$ cat config.mk
export PLATFORM = sky130hd
export DESIGN_NAME = aes_input_loader
export DESIGN_NICKNAME = d
export VERILOG_FILES = /design/src/rtl/aes_pkg.sv /design/src/rtl/aes_input_loader_byte_shifter.sv /design/src/rtl/aes_input_loader.sv
export SDC_FILE = /design/constraint.sdc
export NUM_CORES = 1
export LEC_CHECK = 0
export ABC_AREA = 1
export BUFFER_PORTS_ARGS = -buffer_cell sky130_fd_sc_hd__buf_2
export CAP_MARGIN = 15
export CORE_ASPECT_RATIO = 2
export CORE_MARGIN = 2
export CORE_UTILIZATION = 55
export DETAILED_ROUTE_END_ITERATION = 16
export PLACE_DENSITY = 0.78
export SYNTH_ARGS = -nofsm -noshare
export SYNTH_HDL_FRONTEND = slang
export SYNTH_SLANG_ARGS = --single-unit
$ cat constraint.sdc
create_clock -name clk -period 2.8 [get_ports clk]
set_input_delay 0.56 -clock clk [delete_from_list [all_inputs] [get_ports clk]]
set_output_delay 0.56 -clock clk [all_outputs]
set_load 0.01 [all_outputs]
$ cat src/rtl/aes_pkg.sv
// Shared types and sizes for the AES byte-serial input loader.
// Imported by the loader top and its shadow register.
package aes_pkg;

    localparam int AES_BLOCK_BYTES = 16;
    localparam int AES_BLOCK_BITS  = 128;

    typedef enum logic [1:0] {
        IDLE,
        FILL,
        HOLD
    } state_t;

endpackage

$ cat src/rtl/aes_input_loader_byte_shifter.sv
// 128-bit shadow register for frame assembly.
// One byte lane is written per cycle; clear wins over write.
module byte_shifter
    import aes_pkg::*;
(
    input  logic                      clk,
    input  logic                      rst_n,
    input  logic                      clr,
    input  logic                      we,
    input  logic [3:0]                idx,
    input  logic [7:0]                din,
    output logic [AES_BLOCK_BITS-1:0] q
);

    logic [6:0] lsb;

    assign lsb = {idx, 3'b000};

    always_ff @(posedge clk) begin
        if (!rst_n || clr) begin
            q <= '0;
        end else if (we) begin
            q[lsb +: 8] <= din;
        end
    end

endmodule

$ cat src/rtl/aes_input_loader.sv
// Byte-serial key/plaintext frame loader for the AES-128 encrypt top.
// Frames assemble in a shadow register and publish only when complete.
module aes_input_loader
    import aes_pkg::*;
#(
    parameter int HOLD_CYCLES = 12
) (
    input  logic         clk,
    input  logic         rst_n,
    input  logic [7:0]   in_data,
    input  logic         in_sel,
    input  logic         in_valid,
    output logic         in_ready,
    output logic [127:0] key,
    output logic [127:0] plain_in,
    output logic         key_loaded,
    output logic         block_start,
    output logic         busy,
    output logic         frame_err
);

    localparam logic [7:0] HOLD_INIT = 8'(HOLD_CYCLES);
    localparam logic [3:0] LAST_IDX  = 4'(AES_BLOCK_BYTES - 1);

    state_t                    state_q;
    state_t                    state_d;
    logic [3:0]                cnt_q;
    logic [3:0]                cnt_d;
    logic [7:0]                hold_q;
    logic [7:0]                hold_d;
    logic                      sel_q;
    logic                      sel_d;
    logic                      xfer;
    logic                      sh_we;
    logic                      sh_clr;
    logic                      key_we;
    logic                      plain_we;
    logic                      bs_d;
    logic                      err_d;
    logic [AES_BLOCK_BITS-1:0] shadow;
    logic [AES_BLOCK_BITS-1:0] full;

    // Ready depends on state (and reset) only, never on in_valid.
    assign in_ready = rst_n && (state_q != HOLD);
    assign busy     = (state_q == HOLD);
    assign xfer     = in_valid && in_ready;

    // Completed frame: byte 15 bypasses the shadow in its final cycle.
    assign full = {in_data, shadow[AES_BLOCK_BITS-9:0]};

    byte_shifter u_shadow (
        .clk   (clk),
        .rst_n (rst_n),
        .clr   (sh_clr),
        .we    (sh_we),
        .idx   (cnt_q),
        .din   (in_data),
        .q     (shadow)
    );

    always_comb begin
        state_d  = state_q;
        cnt_d    = cnt_q;
        hold_d   = hold_q;
        sel_d    = sel_q;
        sh_we    = 1'b0;
        sh_clr   = 1'b0;
        key_we   = 1'b0;
        plain_we = 1'b0;
        bs_d     = 1'b0;
        err_d    = 1'b0;
        unique case (state_q)
            IDLE: begin
                if (xfer) begin
                    sh_we   = 1'b1;
                    sel_d   = in_sel;
                    cnt_d   = 4'd1;
                    state_d = FILL;
                end
            end
            FILL: begin
                if (xfer) begin
                    if (in_sel != sel_q) begin
                        sh_clr  = 1'b1;
                        err_d   = 1'b1;
                        cnt_d   = 4'd0;
                        state_d = IDLE;
                    end else if (cnt_q == LAST_IDX) begin
                        sh_we   = 1'b1;
                        cnt_d   = 4'd0;
                        state_d = IDLE;
                        if (sel_q) begin
                            key_we = 1'b1;
                        end else if (key_loaded) begin
                            plain_we = 1'b1;
                            bs_d     = 1'b1;
                            hold_d   = HOLD_INIT;
                            state_d  = HOLD;
                        end else begin
                            err_d = 1'b1;
                        end
                    end else begin
                        sh_we = 1'b1;
                        cnt_d = cnt_q + 4'd1;
                    end
                end
            end
            HOLD: begin
                hold_d = hold_q - 8'd1;
                if (hold_q <= 8'd1) begin
                    hold_d  = 8'd0;
                    state_d = IDLE;
                end
            end
            default: begin
                state_d = IDLE;
            end
        endcase
    end

    always_ff @(posedge clk) begin
        if (!rst_n) begin
            state_q     <= IDLE;
            cnt_q       <= 4'd0;
            hold_q      <= 8'd0;
            sel_q       <= 1'b0;
            key         <= '0;
            plain_in    <= '0;
            key_loaded  <= 1'b0;
            block_start <= 1'b0;
            frame_err   <= 1'b0;
        end else begin
            state_q     <= state_d;
            cnt_q       <= cnt_d;
            hold_q      <= hold_d;
            sel_q       <= sel_d;
            block_start <= bs_d;
            frame_err   <= err_d;
            if (key_we) begin
                key        <= full;
                key_loaded <= 1'b1;
            end
            if (plain_we) begin
                plain_in <= full;
            end
        end
    end

endmodule

---- Word-level counts from Yosys, hierarchy flattened ----
Index checks and enable logic that the tools add are counted.
storage, ports and cells
  register bits ........................... 402
  bits of input ports ..................... 12
  output and inout bits ................... 261
  word-level logic and storage cells ...... 84
operators by class
  add/sub/neg operators ................... 3
  $lt $le $gt $ge ......................... 1
  equal/unequal tests ..................... 13
  shift-type cells ........................ 2
  multiplexer cells ....................... 43
  reduce and logical (&&, ||, !) cells .... 12
operators by type and width
  cell                       count
  $bwmux W128                1
  $shift A8 B9 Y128 const A  1
  $shiftx A8 B9 Y128         1
  $mux W8                    6
  $mux W1                    21
  $mux W4                    4
  $pmux W8 S2                1
  $mux W2                    7
  $ne A2 B2 Y1 const B       7
  $neg A7 Y9                 1
  $le A8 B1 Y1 const B       1
  $pmux W4 S2                1
  $sub A8 B1 Y8 const B      1
  $pmux W2 S3                1
  $reduce_and A3 Y1          2
  $reduce_and A6 Y1          1
  $add A4 B1 Y4 const B      1
  $eq A4 B4 Y1 const B       1
  $reduce_and A4 Y1          1
  $reduce_bool A2 Y1         2
  $ne A3 B3 Y1 const B       1
  $eq A2 B1 Y1 const B       1
  $eq A2 B2 Y1 const B       1
  $logic_and A1 B1 Y1        2
  7 further kinds            7

---- Logic depth before layout (Yosys ltp) ----
  depth after elaboration ................. 6
  depth in mapped cells ................... 16
  depth with buffers taken out ............ 13

---- Modules after synthesis ----
From an unflattened synthesis, not the netlist that was laid out.
unflattened totals
  cell total of the unflattened synthesis .. 2096
  area total of the unflattened synthesis .. 15785.1 um2
by module, submodules not included
  module            times used  cells each  area an instance (um2)  seq. area each (um2)
  aes_input_loader  1           1415        10695.3                 5485.3
  byte_shifter      1           681         5089.9                  2562.5

---- Worst setup path before layout ----
OpenSTA, ideal clock, no wires.
  path kind ............................... reg-to-reg
  start point ............................. reg cnt_q[0]
  end point ............................... reg u_shadow.q[32]
  setup time .............................. 0.113 ns
  data arrival time ....................... 2.186 ns
  data required time ...................... 2.687 ns
  slack ................................... 0.501 ns
  cell stages (with the launch flop) ...... 12
  path buffers ............................ 3
  clock period less this slack ............ 2.299 ns
  cell sequence ........................... dfxtp_1 > inv_1 > buf_2 > buf_1 > ha_1 > clkinv_1 > nand3_2 > nor2_4 > nand3_2 > buf_2 > nor2_1 > nor2_1
on the way
  longest elaborated chain between the ends .. 3
  elaborated cells between the ends (all ways) .. 4
  classes of those cells .................. add/sub: 1; shift: 2; mux: 1
ends and longest elaborated chain
  element                                                         line                                 source
  from (decl)                                                     aes_input_loader.sv:27               logic [3:0] cnt_q;
  from (signal assigned)                                          aes_input_loader.sv:134              cnt_q <= cnt_d;
  $neg A7 Y9 *                                                    aes_input_loader_byte_shifter.sv:23  q[lsb +: 8] <= din;
  $shiftx A8 B9 Y128 / $shift A8 B9 Y128 (equally long branches)  aes_input_loader_byte_shifter.sv:23
  $bwmux W128 *                                                   aes_input_loader_byte_shifter.sv:23
  to (signal, indexed assignment)                                 aes_input_loader_byte_shifter.sv:23
  to (decl)                                                       aes_input_loader_byte_shifter.sv:12  output logic [AES_BLOCK_BITS-1:0] q
Every way passes the cells marked *; elsewhere a longest branch is shown, timed or not.
A chain may end at the register's enable or synchronous reset.

---- Worst setup path after layout ----
  start point ............................. reg cnt_q[0]
  end point ............................... reg u_shadow.q[74]
Same word-level chain as after synthesis.

==> impl_metrics.tcl <==
set metrics [dict create \
    reg2regPathDepth 8 \
    synth_top_area_share_pct 52.3 \
    final_nets 2271 \
    finalSetupViolations 0 \
    synthMuxAreaShare_pct 0 \
    avgSynthCellArea_um2 7.38 \
    min_period_ns 2.45 \
    worstHoldPathType "input pin to flop" \
    synthesis.area_mm2 0.0151 \
    die_h_um 238 \
    portBuffers 272 \
    cts.sink_count 394 \
    row_count 85 \
    ctsResizeCount 0 \
    synth_area_leaders "dfxtp_1 52%, nor2_1 14%, o21ai_0 7.7%" \
    async_flop_share_pct 0 \
    fin_skew_ns 0.0113 \
    fin_util_pct 65.6 \
    start_kind "flop" \
    fin_cells 2625 \
    place.gp.congestion 0.919 \
    fin_area_mm2 0.0176 \
    path_clk_slew_ns 0.07 \
    p_per_area_mw_per_mm2 606 \
    drt-total-wl_um 43200 \
    finalPower_mw 10.7 \
    viasPerCell 5.27 \
    synth_cell_types 32 \
    via_count 13800 \
    gr-total-overflow 0 \
    dr.pass1.iters 5 \
    synthToLayoutAreaGrowth_pct 16.9 \
    numCtsBuffers 34 \
    setup_tns_ns 0 \
    drc 0 \
    holdWs_ns 0.320 \
    synth-simple-area-share_pct 25.3 \
    arrival_ns 2.91 \
    ys_seq_area_share_pct 52.3 \
    ir_worst_vdd_mv 0.607 \
    final_common_cell "nor2_1" \
    antenna_found_initial 1 \
    post_cts_buffers 0 \
    start_util_pct 56.1 \
    mostFrequentLayoutCells "548 x nor2_1, 394 x dfxtp_1, 273 x nand2_1" \
    wl_per_cell_um 16.5 \
    synth_fa_ha_area_share_pct 0.497 \
    synth_top_family_by_area "simple AND/OR/NAND/NOR gates" \
    crit_type "flop to flop" \
    io_pins 273 \
    core_area_mm2 0.0269 \
    postPlaceCellArea_mm2 0.0166 \
    ys_ff_latch 394 \
    grt_use_total_pct 29.0 \
    synth_xor_area_share_pct 0 \
    drive_gt1_share_pct 17.2 \
    place_ws_ns 0.287 \
    cts_buffer_depth 3 \
    cts_max_level 2 \
    placed_cells 2565 \
    critical_path.max_fanout 10 \
    floorplan.die_area_mm2 0.0289 \
    detail-route-antenna-nets 0 \
    grt_pass1_vias 12900 \
    worst_setup_path_end_kind "flop" \
    cts_tree "yes" \
    leakagePower_nw 8.38 \
    synth-edff-count 0 \
    yosysTopAreaCell "dfxtp_1" \
    ys.flop_type "dfxtp_1" \
    grt_pass1_wl_um 66700 \
    grt_max_degree 126 \
    cts_root_buf "clkbuf_16" \
    min_path_cells 3 \
    synth-compound-area-share_pct 13.7 \
    initialDrtViolationCount 1130 \
    chipWidth_um 121 \
    dp_hpwl_um 30400 \
    tightestPinTransition_ns 1.03 \
    cp.required_ns 3.26 \
    multiInputGateArea_mm2 0.00599 \
    cap_violations 0 \
    final-hold-violation-count 0 \
    synth_nets 2062 \
    drv_slew 0 \
    rsz0062_at_grt "no" \
    synthCells 2044 \
    fin_crit_sh_pct 87.5 \
    fill_cells 2354 \
    synth_warnings 0 \
    cts_hold_buf 0 \
    regArea_mm2 0.00789 \
    outcome "finished, final reports clean" \
    max_freq_mhz 408 \
    relSlewSlack_pct 31.2 \
    clkLatencyLatePin_ns 0.52 \
    setup_ws_ns 0.351 \
]
-- report_power, final --
part / total (mW) / switching [mW] / internal, mW
logic: 0.517 / 0.392 / 0.125
registers: 5.64 / 0.0216 / 5.62
clock network: 4.53 / 2.06 / 2.48
-- critical path, cell delays in order, from the launching register on --
cell	delay (ns)
dfxtp_1	0.47
inv_1	0.10
ha_1	0.46
clkinv_1	0.31
nor3_1	0.68
inv_1	0.09
nand3_1	0.11
nand2_1	0.06
nor2_1	0.12
-- final timing paths --
kind                  start              to  slack (ns)
min                   rst_n       hold_q[3]        0.32
min reg2reg  u_shadow.q[35]         key[35]        0.46
max reg2reg        cnt_q[0]  u_shadow.q[74]        0.35
max                cnt_q[0]  u_shadow.q[74]        0.35
-- synthesized netlist by cell type (4+ instances only) --
library cell    n
buf_2          57
nor2_2          5
ha_1            6
buf_4          12
nand4_1        18
clkbuf_1       50
inv_2           9
nor2_4          5
nand2_2         6
o21ai_0       231
o21ai_1        30
nand3_1        48
nor3_1         19
inv_1         157
nand3_2         9
a21oi_1       139
nand2_1       273
nor2_1        549
dfxtp_1       394
o211ai_1        4
-- kinds of logic after synthesis --
family / count (synthesis)
fa+ha+maj: 6
flops: 394
simple gates: 941
buf+inv: 295
compound gates: 408
-- layer usage --
metal  global-route usage (%)  wire, µm  up-vias
met5                        0         0        -
met4                     16.0      2410        0
met1                     32.0     16000     6344
met3                     3.82      2290      110
met2                     52.7     22600      519
li1                         -         -     6857
-- state kept, by name, summed over array words and instances, names as in the netlist --
| register | count |
|---|---|
| plain_in | 128 |
| sel_q | 1 |
| frame_err | 1 |
| key_loaded | 1 |
| block_start | 1 |
| u_shadow.q | 120 |
| hold_q | 8 |
| key | 128 |
| cnt_q | 4 |
| state_q | 2 |
-- cell type report --
class / instances / share of cell area (%)
clock buffers: 52 / 5.66
inverters: 171 / 3.71
diodes: 1 / 0.0142
clock inverters: 7 / 0.255
multi-input cells: 1355 / 34.0
flip-flops and latches: 394 / 44.7
well taps: 348 / 2.47
repair buffers: 297 / 9.24
Power figures use the tool's default switching activity.
